===== src/rtl/obstacle_spawner.sv =====
// Scrolling obstacle field: fixed slot pool shifted on scroll ticks, LFSR-driven respawn
// with difficulty-scaled gap, and a registered per-pixel hit/type lookup for the renderer.
module obstacle_spawner #(
    parameter int          N_SLOTS = 5,
    parameter int          X_W     = 11,
    parameter int          STEP    = 5,
    parameter int          OBJ_W   = 32,
    parameter int          SPAWN_X = 750,
    parameter int          TYPE_W  = 1,
    parameter logic [15:0] SEED    = 16'hACE1
) (
    input  logic                               clk_rand,
    input  logic                               reset,
    input  logic                               shift_tick,
    input  logic                               start,
    input  logic                               freeze,
    input  logic [15:0]                        score,
    input  logic [9:0]                         px,
    output logic                               obj_hit,
    output logic [TYPE_W-1:0]                  obj_type,
    output logic [$clog2(N_SLOTS+1)-1:0]       active_cnt,
    output logic                               spawn_pulse,
    output logic                               frozen
);

    localparam int              CNT_W     = $clog2(N_SLOTS + 1);
    localparam logic [15:0]     SEED_EFF  = (SEED == 16'h0000) ? 16'hACE1 : SEED;
    localparam logic [X_W-1:0]  STEP_X    = X_W'(STEP);
    localparam logic [X_W-1:0]  SPAWN_X_X = X_W'(SPAWN_X);
    localparam logic [X_W:0]    OBJW_X    = (X_W + 1)'(OBJ_W);

    typedef enum logic [1:0] {S_IDLE, S_RUN, S_FROZEN} state_t;

    state_t              r_state;
    state_t              w_state_nxt;
    logic                w_tick;

    logic [X_W-1:0]      r_x    [N_SLOTS];
    logic [TYPE_W-1:0]   r_type [N_SLOTS];
    logic [N_SLOTS-1:0]  r_act;
    logic [X_W-1:0]      r_furthest;
    logic [7:0]          r_range_cur;
    logic [15:0]         r_lfsr;
    logic                r_spawn_pulse;
    logic                r_hit;
    logic [TYPE_W-1:0]   r_obj_type;

    logic [X_W-1:0]      w_x_sh [N_SLOTS];
    logic [N_SLOTS-1:0]  w_act_sh;
    logic [N_SLOTS-1:0]  w_free_oh;
    logic                w_free_found;
    logic [X_W-1:0]      w_furthest_sh;
    logic [15:0]         w_gap_min;
    logic [15:0]         w_thresh;
    logic                w_spawn;
    logic [15:0]         w_prod;
    logic [X_W-1:0]      w_spawn_x;
    logic [15:0]         w_lfsr_nxt;
    logic [X_W:0]        w_px_ext;
    logic [X_W:0]        w_lo;
    logic [X_W:0]        w_hi;
    logic                w_hit;
    logic [TYPE_W-1:0]   w_hit_type;
    logic [CNT_W-1:0]    w_cnt;

    always_ff @(posedge clk_rand) begin
        if (reset) r_state <= S_IDLE;
        else       r_state <= w_state_nxt;
    end

    // Freeze outranks the scroll tick, so a simultaneous tick is dropped.
    always_comb begin
        w_state_nxt = r_state;
        w_tick      = 1'b0;
        case (r_state)
            S_IDLE:  if (start) w_state_nxt = S_RUN;
            S_RUN: begin
                if (freeze) w_state_nxt = S_FROZEN;
                else        w_tick      = shift_tick;
            end
            default: w_state_nxt = S_FROZEN;
        endcase
    end

    always_comb begin
        for (int unsigned i = 0; i < N_SLOTS; i++) begin
            if (r_x[i] >= STEP_X) begin
                w_x_sh[i]   = r_x[i] - STEP_X;
                w_act_sh[i] = r_act[i];
            end else begin
                w_x_sh[i]   = r_x[i];
                w_act_sh[i] = 1'b0;
            end
        end
    end

    // Free slot is judged after the shift, so a slot expiring this tick can be reused.
    always_comb begin
        w_free_found = 1'b0;
        w_free_oh    = '0;
        for (int unsigned i = 0; i < N_SLOTS; i++) begin
            if (!w_act_sh[i] && !w_free_found) begin
                w_free_oh[i] = 1'b1;
                w_free_found = 1'b1;
            end
        end
    end

    always_comb begin
        w_furthest_sh = (r_furthest >= STEP_X) ? (r_furthest - STEP_X) : '0;
        w_gap_min     = (score < 16'd280) ? (16'd400 - score) : 16'd120;
        w_thresh      = 16'd640 - w_gap_min;
        w_spawn       = w_tick && w_free_found && (16'(w_furthest_sh) <= w_thresh);
        w_prod        = r_lfsr[7:0] * r_range_cur;
        w_spawn_x     = X_W'(16'd640 + {8'd0, w_prod[15:8]});
        w_lfsr_nxt    = r_lfsr[0] ? ((r_lfsr >> 1) ^ 16'hB400) : (r_lfsr >> 1);
    end

    always_ff @(posedge clk_rand) begin
        if (reset) begin
            for (int unsigned i = 0; i < N_SLOTS; i++) begin
                r_x[i]    <= (i == 0) ? SPAWN_X_X : '0;
                r_type[i] <= '0;
            end
            r_act         <= N_SLOTS'(1);
            r_furthest    <= SPAWN_X_X;
            r_range_cur   <= 8'd150;
            r_lfsr        <= SEED_EFF;
            r_spawn_pulse <= 1'b0;
        end else begin
            r_lfsr        <= w_lfsr_nxt;
            r_spawn_pulse <= w_spawn;
            if (w_tick) begin
                for (int unsigned i = 0; i < N_SLOTS; i++) begin
                    if (w_spawn && w_free_oh[i]) begin
                        r_x[i]    <= w_spawn_x;
                        r_act[i]  <= 1'b1;
                        r_type[i] <= r_lfsr[8 +: TYPE_W];
                    end else begin
                        r_x[i]   <= w_x_sh[i];
                        r_act[i] <= w_act_sh[i];
                    end
                end
                r_furthest <= w_spawn ? w_spawn_x : w_furthest_sh;
                if (w_spawn && (r_range_cur > 8'd30)) r_range_cur <= r_range_cur - 8'd1;
            end
        end
    end

    always_comb begin
        w_px_ext   = (X_W + 1)'(px);
        w_lo       = '0;
        w_hi       = '0;
        w_hit      = 1'b0;
        w_hit_type = '0;
        for (int unsigned i = 0; i < N_SLOTS; i++) begin
            w_lo = {1'b0, r_x[i]};
            w_hi = w_lo + OBJW_X;
            if (r_act[i] && !w_hit && (w_px_ext >= w_lo) && (w_px_ext < w_hi)) begin
                w_hit      = 1'b1;
                w_hit_type = r_type[i];
            end
        end
    end

    always_ff @(posedge clk_rand) begin
        if (reset) begin
            r_hit      <= 1'b0;
            r_obj_type <= '0;
        end else begin
            r_hit      <= w_hit;
            r_obj_type <= w_hit_type;
        end
    end

    always_comb begin
        w_cnt = '0;
        for (int unsigned i = 0; i < N_SLOTS; i++) w_cnt = w_cnt + CNT_W'(r_act[i]);
    end

    assign obj_hit     = r_hit;
    assign obj_type    = r_obj_type;
    assign active_cnt  = w_cnt;
    assign spawn_pulse = r_spawn_pulse;
    assign frozen      = (r_state == S_FROZEN);

endmodule

===== config.mk =====
export PLATFORM = sky130hd
export DESIGN_NAME = obstacle_spawner
export DESIGN_NICKNAME = d
export VERILOG_FILES = /design/src/rtl/obstacle_spawner.sv
export SDC_FILE = /design/constraint.sdc
export NUM_CORES = 1
export LEC_CHECK = 0
export ABC_AREA = 0
export BUFFER_PORTS_ARGS = -buffer_cell sky130_fd_sc_hd__buf_2
export CAP_MARGIN = 5
export CORE_MARGIN = 3
export CORE_UTILIZATION = 60
export CTS_CLUSTER_SIZE = 14
export DETAILED_ROUTE_END_ITERATION = 10
export GPL_ROUTABILITY_DRIVEN = 0
export PLACE_DENSITY = 0.86
export SLEW_MARGIN = 15
export SYNTH_ARGS = -nofsm -noshare
export SYNTH_HDL_FRONTEND = slang
export SYNTH_SLANG_ARGS = --single-unit

===== constraint.sdc =====
create_clock -name clk_rand -period 13.6 [get_ports clk_rand]
set_input_delay 1.36 -clock clk_rand [delete_from_list [all_inputs] [get_ports clk_rand]]
set_output_delay 1.36 -clock clk_rand [all_outputs]
set_load 0.03 [all_outputs]

### Yosys cells after proc, flatten, opt, wreduce, memory -nomap -nowiden

Memories as Yosys holds them, arrays and structs flattened.
Cells that the tools add are included.

| storage, ports and cells | value |
|---|---|
| logic and storage cells | 209 |
| bits in registers | 45 |
| bits in writable memories | 60 |
| output and inout port bits | 7 |
| memories kept | 2 |

Memory list:

| memory | words | width | rd ports | clocked after Yosys merged registers in | write ports | line | source |
|---|---|---|---|---|---|---|---|
| r_x | 5 | 11 | 5 | 0 | 5 | 38 | `logic [X_W-1:0] r_x [N_SLOTS];` |
| r_type | 5 | 1 | 5 | 0 | 5 | 39 | `logic [TYPE_W-1:0] r_type [N_SLOTS];` |

| operators by class | value |
|---|---|
| bitwise logic cells | 16 |
| reduce and logical (&&, ||, !) cells | 40 |
| order comparisons | 19 |
| equality and inequality tests | 4 |
| multiply operators | 1 |
| multiplexer cells | 100 |
| add/sub/neg operators | 19 |

Operator list:

| kind | count |
|---|---|
| 2-to-1 mux 11 bit | 17 |
| 2-to-1 mux 1 bit | 78 |
| greater-or-equal comparator 11 x 3 -> 1 bit, second input constant | 6 |
| subtractor 11 x 3 -> 11 bit, second input constant | 6 |
| adder 11 x 6 -> 12 bit, second input constant | 5 |
| < comparator 10 x 12 -> 1 bit | 5 |
| greater-or-equal comparator 10 x 11 -> 1 bit | 5 |
| 2-to-1 mux 16 bit | 2 |
| logical AND 1 bit | 26 |
| <= comparator 11 x 16 -> 1 bit | 1 |
| < comparator 16 x 9 -> 1 bit, second input constant | 1 |
| multiplier 8 x 8 -> 16 bit | 1 |
| subtractor 10 x 16 -> 16 bit, first input constant | 1 |
| subtractor 9 x 16 -> 16 bit, first input constant | 1 |
| bitwise OR 1 bit | 15 |
| adder 10 x 8 -> 11 bit, first input constant | 1 |
| logical NOT 1 bit | 11 |
| > comparator 8 x 5 -> 1 bit, second input constant | 1 |
| subtractor 8 x 1 -> 8 bit, second input constant | 1 |
| adder 3 x 1 -> 3 bit | 2 |
| 2-to-1 mux 2 bit | 2 |
| inequality test 2 bit, second input constant | 2 |
| inverter 3 -> 4 bit | 1 |
| case mux 2 bit (2 select lines) | 1 |
| 6 further kinds | 7 |

### Longest topological paths before layout

Gate-level depths: netlist of the first run.
An unclocked memory read counts as a cell.

| depth | value |
|---|---|
| word-level depth | 25 |
| mapped depth | 24 |
| gate-level depth less buffers | 20 |

### Worst setup path before layout of the first run

No wires, ideal clock.

| timing | value |
|---|---|
| path kind | input -> register |
| start point | in score[3] |
| end point | mem r_x[1][0] (enable) |
| required time | 13.247 ns |
| setup slack | 8.411 ns |
| data arrival time | 4.836 ns |
| cell stages on the path | 22 |
| cell sequence | clkbuf_1 -> nand2_1 -> nand2_1 -> o21ai_0 -> and3_1 -> clkbuf_1 -> and2_1 -> inv_1 -> ha_1 -> nand3_1 -> o21ai_0 -> xor2_1 -> nand2_1 -> ha_1 -> o21a_1 -> o21ai_0 -> a21oi_1 -> o22a_1 -> nor3_1 -> clkbuf_1 -> o21ai_0 -> nand2b_1 |

RTL lines:

| what | line | source |
|---|---|---|
| start: declaration | 17 | `input logic [15:0] score,` |
| end: declaration | 38 |  |

==> impl_metrics.env, run 1 <==
export IMPL_status="finished clean"
export IMPL_worst_pin_slew_ns=1.14
export IMPL_wirelength_um=24600
export IMPL_final_max_slew_violation_count=0
export IMPL_die_y_um=138
export IMPL_routedWlPerCell_um=17.2
export IMPL_synthToLayoutAreaGrowth_pct=5.98
export IMPL_ctsHtreeMaxLevel=3
export IMPL_nFillCells=1369
export IMPL_die_area_um2=19000
export IMPL_leakage_nw=4.77
export IMPL_syn_inst=1195
export IMPL_synth_adder_area_share_pct=24.6
export IMPL_synth_edf_count=60
export IMPL_slew_headroom_pct=23.3
export IMPL_cts_setup_buffers=0
export IMPL_rsz0062_at_grt="no"
export IMPL_rows=47
export IMPL_grt_pass1_vias=8175
export IMPL_ys_types=72
export IMPL_worstPathMaxFanout=21
export IMPL_synth_simple_area_share_pct=19.7
export IMPL_num_antenna_cells=0
export IMPL_netlist_area_um2=10400
export IMPL_period_share_pct=43.0
export IMPL_avgSynthCellArea_um2=8.72
export IMPL_drtIter0Drc=881
export IMPL_vias=8597
export IMPL_final_area_um2=11000
export IMPL_hpwlAfterDp_um=18500
export IMPL_synth_yosys_seq_area_share_pct=25.9
export IMPL_cts_made_buffers=9
export IMPL_drcViolationCount=0
export IMPL_antenna_found_initial=0
export IMPL_clock_sinks=105
export IMPL_ios=38
export IMPL_yosysWarnings=0
export IMPL_fin_skew_ns=0.00969
export IMPL_synth_ff_type="edfxtp_1"
export IMPL_min_path_type="flip-flop to flip-flop"
export IMPL_portBuffers=37
export IMPL_dr_pass1_iters=5
export IMPL_layout_min_cycle_time_ns=5.85
export IMPL_fmax_ghz=0.171
export IMPL_power_density_nw_per_um2=85.1
export IMPL_critPathKind="input port to flip-flop"
export IMPL_routed_via_density=6.00
export IMPL_grt_util_all_layers_pct=26.5
export IMPL_nets=1421
export IMPL_grt_pass1_wl_um=39700
export IMPL_cap_violations=0
export IMPL_finalSetupTns_ns=0
export IMPL_crit_path_start_kind="input port"
export IMPL_cts_resized=0
export IMPL_ys_async_sr_fraction_pct=0
export IMPL_cts_root_buf="clkbuf_16"
export IMPL_pre_cts_ws_ns=7.46
export IMPL_synth_nets=1409
export IMPL_start_util_pct=62.0
export IMPL_synth_xor_area_share_pct=8.06
export IMPL_cp_data_required_time_ns=13.60
export IMPL_place_area_um2=10700
export IMPL_cts_tree="built"
export IMPL_synth_mux_area_share_pct=1.40
export IMPL_vdd_drop_max_uv=65.8
export IMPL_path_clk_slew_ns=0.07
export IMPL_setup_slack_ns=7.75
export IMPL_clk_latency_ns=0.36
export IMPL_grt_max_degree=57
export IMPL_drtAntennaViolNets=0
export IMPL_synth_seq_cells=105
export IMPL_end_kind="flip-flop"
export IMPL_ctsHoldBuffers=0
export IMPL_synth_compound_area_share_pct=13.8
export IMPL_finalSetupViolCount=0
export IMPL_arrival_ns=5.85
export IMPL_die_x_um=138
export IMPL_cts_buffer_depth=2
export IMPL_multi_input_area_um2=7070
export IMPL_finalHoldViolations=0
export IMPL_synth_top_family_by_area="adder cells"
export IMPL_gr_total_overflow=0
export IMPL_coreArea_um2=16800
export IMPL_drive_gt1_share_pct=7.18
export IMPL_seq_area_um2=2700
-- final timing paths --
check / from / end / slack [ns] / cells after the start
hold reg to reg: r_lfsr[12] / r_lfsr[11] / 0.41 / 1
setup / recovery: score[3] / r_x[1][1] / 7.75 / 16
hold / removal: r_lfsr[12] / r_lfsr[11] / 0.41 / 1
setup reg to reg: r_range_cur[6] / r_x[0][6] / 7.77 / 15
-- final cells by class --
type                    instances  area share [%]
flip-flops and latches        105            24.5
repair buffers                 42            2.02
inverters                     128            4.35
clock inverters                 7           0.634
clock buffers                   9            2.04
multi-input cells             921            64.0
well taps                     220            2.49
-- placed cells by master (no fill, tap or decap), types with 8 or more instances in the layout --
master / Yosys / final
ha_1: 146 / 146
inv_1: 128 / 128
nand2_1: 93 / 93
nor2_1: 87 / 87
xnor2_1: 81 / 81
edfxtp_1: 60 / 60
a21oi_1: 57 / 57
o21ai_0: 53 / 53
dfxtp_1: 45 / 45
nand3_1: 44 / 44
fa_1: 37 / 37
buf_2: 2 / 37
and2_1: 34 / 34
nor3_1: 33 / 31
nand2b_1: 20 / 20
nor2b_1: 18 / 18
a211oi_1: 18 / 18
nand4_1: 15 / 15
and3_1: 14 / 14
xor2_1: 13 / 13
nor4_1: 12 / 12
or2_2: 11 / 11
o21a_1: 10 / 10
mux2i_1: 9 / 9
a31oi_1: 9 / 9
o211ai_1: 9 / 9
o22ai_1: 9 / 9
clkbuf_16: 0 / 9
a21o_1: 8 / 8
-- synthesized netlist by cell type, types with 12 or more instances --
library cell / n / area share (%)
fa_1: 37 / 7.1
edfxtp_1: 60 / 17
ha_1: 146 / 18
clkbuf_1: 34 / 1.2
nand2_1: 93 / 3.3
nor4_1: 12 / 0.72
nand2b_1: 20 / 1.2
xnor2_1: 81 / 6.8
nor3_1: 33 / 1.6
and2_1: 34 / 2.0
nor2b_1: 18 / 1.1
and3_1: 14 / 0.84
a211oi_1: 18 / 1.3
a21oi_1: 57 / 2.7
nand4_1: 15 / 0.90
o21ai_0: 53 / 2.5
dfxtp_1: 45 / 8.6
xor2_1: 13 / 1.1
nor2_1: 87 / 3.1
inv_1: 128 / 4.6
nand3_1: 44 / 2.1
-- critical path, cell delays in order --
cell	delay, ns
buf_2	0.14
o41ai_1	0.88
nand2b_1	0.10
mux2i_1	0.16
a32oi_1	0.09
o21ai_0	0.24
xor2_1	0.17
nand2_1	0.07
ha_1	0.31
nand3_1	0.07
nor4_1	0.33
a21oi_1	0.08
o22a_1	0.35
nor3_2	0.88
o21ai_0	0.17
nand2b_1	0.42
-- through the flow --
step	utilization (%)	hold slack, ns	power, mW	cells
after floorplan	-	0.389	0.582	1195
after global placement	63.9	0.391	0.667	1416
after detailed placement	63.9	0.392	0.678	1416
after CTS	65.7	0.410	0.936	1432
after global routing	65.7	0.434	0.987	1432
final	65.7	0.410	0.940	1432
-- kinds of logic (layout without fill, tap and decap cells) --
family,count (synthesis),in the layout
buffers and inverters,169,186
xor gates and xnor gates,95,95
and+or+nand+nor,407,407
DFF,105,105
other,1,1
muxes,14,14
adders and majority gates,183,183
AOI/OAI and AO/OA,221,221
-- power by group --
part	switching [mW]	internal, mW
clock network	0.130	0.130
registers	0.0163	0.349
logic	0.199	0.116
total	0.346	0.594
-- metal layers --
layer / vias up / global-route usage, % / wire [um]
li1: 4201 / - / -
met4: 0 / 11.3 / 854
met5: - / 0 / 0
met3: 59 / 2.48 / 1800
met1: 4020 / 34.9 / 10400
met2: 317 / 44.7 / 11600
-- state kept, by name, indices dropped and copies added (netlist names) --
name,flops
r_range_cur,8
r_lfsr,16
r_type,5
r_act,5
obj_type,1
spawn_pulse,1
r_x,55
obj_hit,1
r_state,2
r_furthest,11
Note: power is estimated with default switching activity, not from simulation.
==> inputs of run 2 (changes only) <==
==> constraint.sdc (replaced) <==
create_clock -name clk_rand -period 5.9 [get_ports clk_rand]
set_input_delay 0.59 -clock clk_rand [delete_from_list [all_inputs] [get_ports clk_rand]]
set_output_delay 0.59 -clock clk_rand [all_outputs]
set_load 0.03 [all_outputs]
==> run 2 against run 1 <==
Against the previous run:
- total power up 140%
- clock power up 140%
- count of clock-buffer cells in the layout up 1
- non-clock buffer count up 8
- utilization up 0.36 points
- worst setup slack worse by 7.3 ns
- register-to-register slack worse by 7.3 ns
- die area unchanged
- routed wire length up 3.8%
- via count up 3.1%
- critical endpoint is now r_x[0][7]
- largest power group unchanged
==> impl_metrics.env, run 2 (synthesis results as in run 1) <==
export IMPL_finalSetupViolCount=0
export IMPL_fmax_ghz=0.183
export IMPL_cts_setup_buffers=0
export IMPL_nets=1429
export IMPL_grt_util_all_layers_pct=28.0
export IMPL_slew_headroom_pct=24.7
export IMPL_largestRegisters="r_x (55), r_lfsr (16), r_furthest (11)"
export IMPL_holdPathStages=1
export IMPL_drtIter0Drc=806
export IMPL_slowest_stage="dfxtp_1"
export IMPL_routed_via_density=6.15
export IMPL_mostFrequentLayoutCells="146 x ha_1, 128 x inv_1, 93 x nand2_1"
export IMPL_clk_latency_ns=0.36
export IMPL_antenna_found_initial=0
export IMPL_cts_made_buffers=9
export IMPL_start_util_pct=62.0
export IMPL_crit_cells=15
export IMPL_dr_pass1_iters=5
export IMPL_finalSetupTns_ns=0
export IMPL_vias=8860
export IMPL_cpLargestDelayFamily="adder cells"
export IMPL_path_clk_slew_ns=0.07
export IMPL_end_kind="flip-flop"
export IMPL_cp_data_required_time_ns=5.99
export IMPL_fin_skew_ns=0.0101
export IMPL_min_path_type="flip-flop to flip-flop"
export IMPL_largest_reg_flops=55
export IMPL_clock_sinks=105
export IMPL_critPathMostFrequentCell="fa_1"
export IMPL_period_share_pct=92.8
export IMPL_arrival_ns=5.56
export IMPL_layout_min_cycle_time_ns=5.47
export IMPL_cap_violations=0
export IMPL_drive_gt1_share_pct=7.62
export IMPL_regToRegSetupSlack_ns=0.43
export IMPL_cts_root_buf="clkbuf_16"
export IMPL_grt_max_degree=57
export IMPL_die_x_um=138
export IMPL_path_buf_inv=1
export IMPL_gr_total_overflow=0
export IMPL_status="finished clean"
export IMPL_critPathKind="flip-flop to flip-flop"
export IMPL_crit_path_max_incr_delay_ns=0.59
export IMPL_layout_commonest_cell="ha_1"
export IMPL_worst_pin_slew_ns=1.12
export IMPL_finalHoldViolations=0
export IMPL_rsz0062_at_grt="no"
export IMPL_ctsHoldBuffers=0
export IMPL_cts_buffer_depth=2
export IMPL_grt_pass1_wl_um=41900
export IMPL_die_y_um=138
export IMPL_cts_tree="built"
export IMPL_grt_pass1_vias=8500
export IMPL_hold_end="r_lfsr[11]"
export IMPL_portBuffers=37
export IMPL_power_density_nw_per_um2=201
export IMPL_timing_rr_start="r_lfsr[0]"
export IMPL_cts_resized=0
export IMPL_num_antenna_cells=0
export IMPL_regToRegEndpoint="r_x[0][7]"
export IMPL_grt_use_met2_pct=47.5
export IMPL_worstPathCellList="nand2_1, fa_1, fa_1, inv_1, fa_1, fa_1, ha_1, a21oi_1, nand2_1, a221oi_1, o21ai_1, o41ai_2, xnor2_1, nor3_1, a31oi_1"
export IMPL_top_register="r_x"
export IMPL_hpwlAfterDp_um=19400
export IMPL_ctsHtreeMaxLevel=3
export IMPL_die_area_um2=19000
export IMPL_grt_busiest_layer="met2"
export IMPL_wirelength_um=25500
export IMPL_synthToLayoutAreaGrowth_pct=6.57
export IMPL_worstPathMaxFanout=11
export IMPL_finalPower_mw=2.24
export IMPL_ios=38
export IMPL_met3_usage_pct=5.41
export IMPL_drtAntennaViolNets=0
export IMPL_routedWlPerCell_um=17.7
export IMPL_leakage_nw=4.80
export IMPL_min_from="r_lfsr[12]"
export IMPL_rows=47
export IMPL_vdd_drop_max_uv=191
export IMPL_final_max_slew_violation_count=0
export IMPL_coreArea_um2=16800
export IMPL_globalRouteMet1Util_pct=35.8
export IMPL_ff2ff_path_depth=15
export IMPL_crit_path_start_kind="flip-flop"
export IMPL_drcViolationCount=0
==> run 2: power breakdown <==
group / leakage, nW / internal [mW] / switching [mW]
Combinational: 3.70 / 0.294 / 0.478
Sequential: 0.968 / 0.804 / 0.0381
Clock: 0.134 / 0.331 / 0.292
==> run 2: worst max-delay path by stage <==
| stage | start | endpoint | slack, ns |
|---|---|---|---|
| floorplan | r_range_cur[6] | r_x[2][8] | 0.92 |
| global placement | r_lfsr[0] | r_x[0][7] | 0.64 |
| detailed placement | r_lfsr[0] | r_x[2][8] | 0.50 |
| CTS | r_lfsr[0] | r_x[2][8] | 0.46 |
| global route | r_lfsr[0] | r_x[2][7] | 0.08 |
| finish | r_lfsr[0] | r_x[0][7] | 0.43 |
==> run 2: area by class of cell <==
type                            count  area [um^2]
Clock buffer                       10          229
Clock inverter                      6         67.6
Fill cell                        1368         5710
Inverter                          128          480
Multi-Input combinational cell    921         7070
Sequential cell                   105         2700
Tap cell                          220          275
Timing Repair Buffer               50          283
==> run 2: stage by stage <==
stage	cells	hold slack, ns	util (%)	worst slack [ns]	cell area [um^2]
final	1440	0.427	66.0	0.427	11100
after global routing	1440	0.430	66.0	0.0768	11100
after CTS	1440	0.429	66.0	0.463	11100
after detailed placement	1424	0.412	64.3	0.501	10800
after global placement	1424	0.392	64.3	0.635	10800
after floorplan	1195	0.389	-	0.923	10400
==> run 2: per-layer routing <==
layer / share of wire, % / routed length, um
met5: 0 / 0
met4: 2.9 / 736
met3: 8.1 / 2060
met2: 48 / 12200
met1: 41 / 10500
